$ cat src/rtl/key_loader.sv
// key_loader: serial key loader for a logic-locked netlist.
// Key bits arrive LSB first, followed by one even-parity bit. The key is
// released on key_out only after its parity has been verified. Failed loads
// count against a saturating retry budget. Once the budget is spent the
// block stays in ERROR until reset.
module key_loader #(
    parameter int KEY_W     = 2,
    parameter int MAX_RETRY = 3
) (
    input  logic             clk,
    input  logic             rst,
    input  logic             key_start,
    input  logic             key_bit,
    input  logic             key_valid,
    output logic             key_ready,
    output logic [KEY_W-1:0] key_out,
    output logic             key_locked,
    output logic             key_err
);

    localparam int CNT_W = $clog2(KEY_W + 1);
    localparam int RET_W = (MAX_RETRY < 1) ? 1 : $clog2(MAX_RETRY + 1);

    localparam logic [2:0] IDLE   = 3'd0;
    localparam logic [2:0] SHIFT  = 3'd1;
    localparam logic [2:0] CHECK  = 3'd2;
    localparam logic [2:0] LOCKED = 3'd3;
    localparam logic [2:0] ERROR  = 3'd4;

    logic [2:0]       state, state_nxt;
    // Key bits occupy [KEY_W-1:0]. The parity bit lands in [KEY_W].
    logic [KEY_W:0]   sr;
    logic [CNT_W-1:0] cnt;
    logic [RET_W-1:0] retry;

    logic accept, last_bit, par_ok, can_retry, start_load;

    assign accept     = key_valid && (state == SHIFT);
    assign last_bit   = accept && (cnt == CNT_W'(KEY_W));
    assign par_ok     = ~^sr;
    assign can_retry  = retry < RET_W'(MAX_RETRY);
    assign start_load = (state != SHIFT) && (state_nxt == SHIFT);

    // Next-state logic. key_start is only honoured in IDLE and ERROR.
    always_comb begin
        state_nxt = state;
        case (state)
            IDLE:    if (key_start) state_nxt = SHIFT;
            SHIFT:   if (last_bit) state_nxt = CHECK;
            CHECK:   state_nxt = par_ok ? LOCKED : ERROR;
            LOCKED:  state_nxt = LOCKED;
            ERROR:   if (key_start && can_retry) state_nxt = SHIFT;
            default: state_nxt = IDLE;
        endcase
    end

    // State register.
    always_ff @(posedge clk or posedge rst) begin
        if (rst) state <= IDLE;
        else     state <= state_nxt;
    end

    // Shift register and bit counter. Both are cleared at the start of each
    // load. The counter stops at KEY_W so it never wraps.
    always_ff @(posedge clk or posedge rst) begin
        if (rst) begin
            sr  <= '0;
            cnt <= '0;
        end else if (start_load) begin
            sr  <= '0;
            cnt <= '0;
        end else if (accept) begin
            sr[cnt] <= key_bit;
            if (cnt != CNT_W'(KEY_W)) cnt <= cnt + CNT_W'(1);
        end
    end

    // Saturating retry counter. It advances on each failed parity check.
    always_ff @(posedge clk or posedge rst) begin
        if (rst)                                  retry <= '0;
        else if (state == CHECK && !par_ok && can_retry) retry <= retry + RET_W'(1);
    end

    // key_out is loaded on the CHECK->LOCKED edge and held only while LOCKED.
    // It is zero otherwise, so the netlist never sees a partial key.
    always_ff @(posedge clk or posedge rst) begin
        if (rst)                          key_out <= '0;
        else if (state == CHECK && par_ok) key_out <= sr[KEY_W-1:0];
        else if (state != LOCKED)         key_out <= '0;
    end

    assign key_ready  = (state == SHIFT);
    assign key_locked = (state == LOCKED);
    assign key_err    = (state == ERROR);

endmodule

$ cat config.mk
export PLATFORM = sky130hd
export DESIGN_NAME = key_loader
export DESIGN_NICKNAME = d
export VERILOG_FILES = /design/src/rtl/key_loader.sv
export SDC_FILE = /design/constraint.sdc
export NUM_CORES = 1
export LEC_CHECK = 0
export ABC_AREA = 1
export CAP_MARGIN = 5
export CORE_UTILIZATION = 51
export DETAILED_ROUTE_END_ITERATION = 16
export PLACE_DENSITY = 0.72
export SYNTH_ARGS = -nofsm -noshare
export SYNTH_HDL_FRONTEND = slang
export SYNTH_SLANG_ARGS = --single-unit
$ cat constraint.sdc
create_clock -name clk -period 1.4 [get_ports clk]
set_clock_uncertainty 0.15 [all_clocks]
set_input_delay 0.42 -clock clk [delete_from_list [all_inputs] [get_ports clk]]
set_output_delay 0.42 -clock clk [all_outputs]
set_load 0.03 [all_outputs]
### Word level (Yosys, flattened, before mapping)

Cells that the tools add are included.

| storage, ports and cells | value |
|---|---|
| flip-flop bits (word level) | 12 |
| word-level logic and storage cells | 49 |
| input bits | 5 |

| cells by class | value |
|---|---|
| $lt $le $gt $ge | 3 |
| muxes and demuxes | 15 |
| reductions and logical operators | 15 |
| add/sub/neg operators | 2 |
| eq/ne operators | 9 |

Operators by type and width:

| cell | count |
|---|---|
| two-way mux 3 bit | 6 |
| case mux 3 bit (5 select lines) | 1 |
| two-way mux 2 bit | 5 |
| logical AND 1 bit | 8 |
| == test 3 x 1 -> 1 bit (second input constant) | 2 |
| == test 3 x 2 -> 1 bit (second input constant) | 2 |
| nonzero test 2 bit | 3 |
| adder 2 x 1 -> 2 bit (second input constant) | 2 |
| bitwise mux 3 bit | 1 |
| == test 3 bit (second input constant) | 1 |
| logical NOT 3 bit | 1 |
| less-than comparator 2 x 3 -> 1 bit (second input constant) | 1 |
| != test 3 x 1 -> 1 bit (second input constant) | 1 |
| != test 3 x 2 -> 1 bit (second input constant) | 1 |
| XNOR reduction 3 bit | 1 |
| demux 1 bit (select 2 bit) | 1 |
| == test 2 bit (second input constant) | 1 |
| >= comparator 2 x 1 -> 1 bit (second input constant) | 1 |
| less-than comparator 2 bit (second input constant) | 1 |
| != test 2 bit (second input constant) | 1 |
| AND reduction 2 bit | 1 |
| logical NOT 1 bit | 1 |
| two-way mux 1 bit | 1 |

### Depth between registers and ports, before layout

| logic depth | value |
|---|---|
| word-level depth | 9 |
| gate-level depth with buffers | 7 |

### Worst setup path after synthesis

Ideal clock, no wire load.

| path | value |
|---|---|
| path type | reg2out |
| from | reg state[0] |
| to | out key_err |
| arrival | 0.850 ns |
| slack | -0.020 ns |
| buffers on the path | 0 |
| cell stages (with the launch flop) | 4 |
| path through | dfrtp_1 -> nor2_1 -> nand2_1 -> inv_1 |

| on the way | value |
|---|---|
| cells in the longest elaborated chain, start to end | 1 |

RTL lines:

| element | line | source |
|---|---|---|
| start, declared | 30 | `logic [2:0] state, state_nxt;` |
| start signal, assigned | 60 | `else state <= state_nxt;` |
| == test 3 bit | 94 | `assign key_err = (state == ERROR);` |
| end, declared | 18 | `output logic key_err` |

No other way between the ends.

### Worst setup path after layout

| path | value |
|---|---|
| from | reg state[1] |
| to | out key_locked |

| on the way | value |
|---|---|
| cells in the longest elaborated chain, start to end | 1 |

RTL lines:

| element | line | source |
|---|---|---|
| == test 3 x 2 -> 1 bit | 93 | `assign key_locked = (state == LOCKED);` |
| end, declared | 17 | `output logic key_locked,` |

No other way between the ends.

==> reports/results.txt <==
Core area -> 1186 sq um
Crit path time final -> 1.726 ns
Post-synthesis sequential area ratio -> 43.17%
CP Class -> reg2out
Drt drc -> 0
Met3 Usage GRT -> 6.936%
Hold WC Path Type -> in2async
Internal Power -> 1.098 mW
Layout cell share with drive strength beyond 1 -> 44.55%
CP arrival -> 1.16 ns
Global Route met1 Usage -> 32.09%
Crit path max-delay cell type -> dfrtp_1
ANT nets after route -> 0
Net Sw Power -> 0.9479 mW
Remaining Overflow, GRT -> 0
Max_cap viols -> 0
CP bufs+invs -> 2
Via count normalized by instance count -> 5.774
Finished Cell Area -> 1027 sq um
Inserted Diodes -> 0
Number of port buffers -> 9
Die extent in x -> 38.94 microns
Slew Limit Fails -> 0
RSZ-0062 raised after global routing -> yes
Iteration-0 DRC Markers -> 28
GRT Max-Usage Layer -> met2
Initial core utilization -> 58.65%
Detailed placement HPWL -> 1116 microns
VDD IR-drop max -> 0.001272 V
Setup Viol. Count Final -> 15
Critical Path RT -> 0.83 ns
Rel. slew slack -> 81.59%
YS warnings -> 0
Max Fclk -> 579.4 MHz
Max H-tree Level -> 1
Die H -> 38.94 microns
Switch share -> 46.33%
Ports -> 10
R2r startpoint -> state[1]$_DFF_PP0_
Antenna violations before repair -> 0
NumNets Final -> 121
CTS tree -> built
CP startpoint -> state[1]$_DFF_PP0_
Mapped Avg Cell Area -> 8.089 sq um
Vias in the first global route -> 584
Final Hold Fails -> 0
Critical Path Fanout Max -> 3
Count of cell types in the netlist -> 17
Routability cong. -> 0.7394
Power Dens Cells -> 1992 nW/um^2
Site Rows -> 12
Worst Max-Slew Pin Slew -> 0.2755 ns
Post-DP Area -> 848.3 sq um
Vias -> 716
Clock group share of total power -> 10.8%
Status -> finished, violations left
Fin Setup TNS -> -2.417 ns
Final Cycle Share -> 123.3%
Total CTS buffers -> 3
Sink Count -> 12
Area grow syn2layout -> 47.66%
GR Util met2 -> 41.25%
DRT Pass-1 Iters -> 4
Clk_lat worst skew -> 0.28 ns
Yosys reg bits -> 12
Die area -> 1516 sq um
Cells along the critical path -> nand3_1 > inv_2 > buf_6
Reg clk slew, reported paths -> 0.08 ns
Final WL -> 2177 microns
Total GRT Usage -> 25.95%
Synth Cell Area -> 695.7 sq um
Failing checks -> setup timing
WL per Instance -> 17.56 microns
Clock Tree Root -> clkbuf_4
LEAKAGE -> 0.5030 nW
Largest stage delay, worst path -> 0.45 ns
First-pass GRT wire length -> 2497 microns
Largest net degree at the start of global routing -> 13
Gate Count Post-Synth -> 86
Worst Slack Setup Final -> -0.3258 ns
Area of the multi-input gates -> 404.1 sq um
Sequential power share -> 29.4%
CP startpoint kind -> flop
Part of the power in combinational logic -> 59.8%
Net Count, Synth -> 95
Delay-heaviest family, CP -> flip-flops
Setup crit end kind -> output pin
Worst-case clock buffer depth -> 2
Seq. cell area -> 301.5 sq um
Fillcell total -> 61
[placed cells by master (no fill, tap or decap), types with 2 or more instances in the layout]
cell type and count:
nand2_1 24, dfrtp_1 11, buf_6 11, inv_1 9
inv_2 7, nand3_1 7, nand3_2 6, buf_4 5
a21boi_2 4, clkdlybuf4s50_1 4, nor2_4 3, nand2_2 3
ha_1 3, clkbuf_4 3, o21ai_1 2
[power groups by stage]
stage	Combinational, mW	Sequential [mW]	Clock (mW)
2_1_floorplan	0.556	0.558	0
5_1_grt	1.31	0.603	0.237
3_5_place_dp	0.843	0.569	0
4_1_cts	0.971	0.572	0.213
6_report	1.22	0.602	0.221
3_3_place_gp	0.802	0.568	0
[routing by layer]
layer | share of wire, % | wire length [microns] | vias to the layer above
li1 | - | - | 325
met1 | 39 | 840 | 336
met2 | 52 | 1123 | 45
met3 | 6.9 | 151 | 10
met4 | 2.9 | 63 | 0
met5 | 0 | 0 | -
[cells by family (layout without fill, tap and decap cells)]
group                    count (synthesis)  count (layout)  synth area share [%]
AO/OA/AOI/OAI                            7               7                 7.013
adder cells (fa/ha/maj)                  4               4                 7.195
buffers and inverters                   16              40                 8.633
flip-flops                              12              12                 43.17
AND/OR/NAND/NOR                         47              47                 33.99
[per-stage QoR]
stage / setup slack, ns / utilization (%) / hold WS, ns / power, mW / std cells
6_report: -0.3258 / 86.60 / 0.3074 / 2.046 / 124
5_1_grt: -0.3735 / 86.60 / 0.3080 / 2.151 / 124
4_1_cts: -0.2615 / 77.74 / 0.3236 / 1.757 / 121
3_5_place_dp: -0.2292 / 71.52 / 0.3350 / 1.411 / 115
3_3_place_gp: -0.2103 / 71.52 / 0.3222 / 1.370 / 115
2_1_floorplan: 0.02225 / - / 0.1347 / 1.114 / 86
[synthesized netlist by cell type]
| library cell | count | area share (%) |
|---|---|---|
| nor2_1 | 1 | 0.54 |
| nor2_2 | 1 | 0.90 |
| nand2_2 | 1 | 0.90 |
| nand3_2 | 4 | 5.8 |
| o21ai_1 | 3 | 2.2 |
| ha_1 | 4 | 7.2 |
| nand3_1 | 10 | 7.2 |
| nor3_1 | 1 | 0.72 |
| inv_1 | 13 | 7.0 |
| inv_2 | 3 | 1.6 |
| dfrtp_1 | 12 | 43 |
| nor2_4 | 1 | 1.6 |
| a21boi_1 | 3 | 3.2 |
| nand4_1 | 1 | 0.90 |
| nor3_2 | 1 | 1.4 |
| nand2_1 | 26 | 14 |
| a21boi_2 | 1 | 1.6 |
[sequential cells by signal, summed over array words and instances, names as in the netlist]
register / flops
key_out: 2
state: 3
cnt: 2
retry: 2
sr: 3
[path summary, 6_finish.rpt]
| kind | endpoint | slack (ns) | depth (start not counted) |
|---|---|---|---|
| hold reg to reg | cnt[0]$_DFFE_PP0P_ | 0.36 | 2 |
| setup / recovery | key_locked | -0.33 | 3 |
| max in group asynchronous | state[0]$_DFF_PP0_ | 0.67 | 3 |
| hold / removal | key_out[1]$_DFFE_PP0P_ | 0.31 | 3 |
| setup reg to reg | state[0]$_DFF_PP0_ | -0.24 | 7 |
| min in group clk | cnt[0]$_DFFE_PP0P_ | 0.36 | 2 |
[worst min-delay path, cell delays in order]
cell and delay, ns:
clkdlybuf4s50_1 0.40, inv_1 0.10, buf_12 0.15
[cell type report]
cell class                 count  share of cell area, %
clock buffer                   3                  2.192
multi-input combinational     58                  39.34
tap                           14                  1.705
sequential                    12                  29.35
timing repair buffer          21                  21.56
inverter                      16                  5.847
[repair_timing]
item | 4_1_cts | 5_1_grt
pin swaps | 4 | 9
buffers inserted | 4 | 4
resized for setup | 11 | 21
endpoints found under the hold margin | 0 | 0
setup endpoints to repair | 5 | 15
gates cloned | 0 | 0
hold buffers | 0 | 0
(Power assumes the default switching activity.)
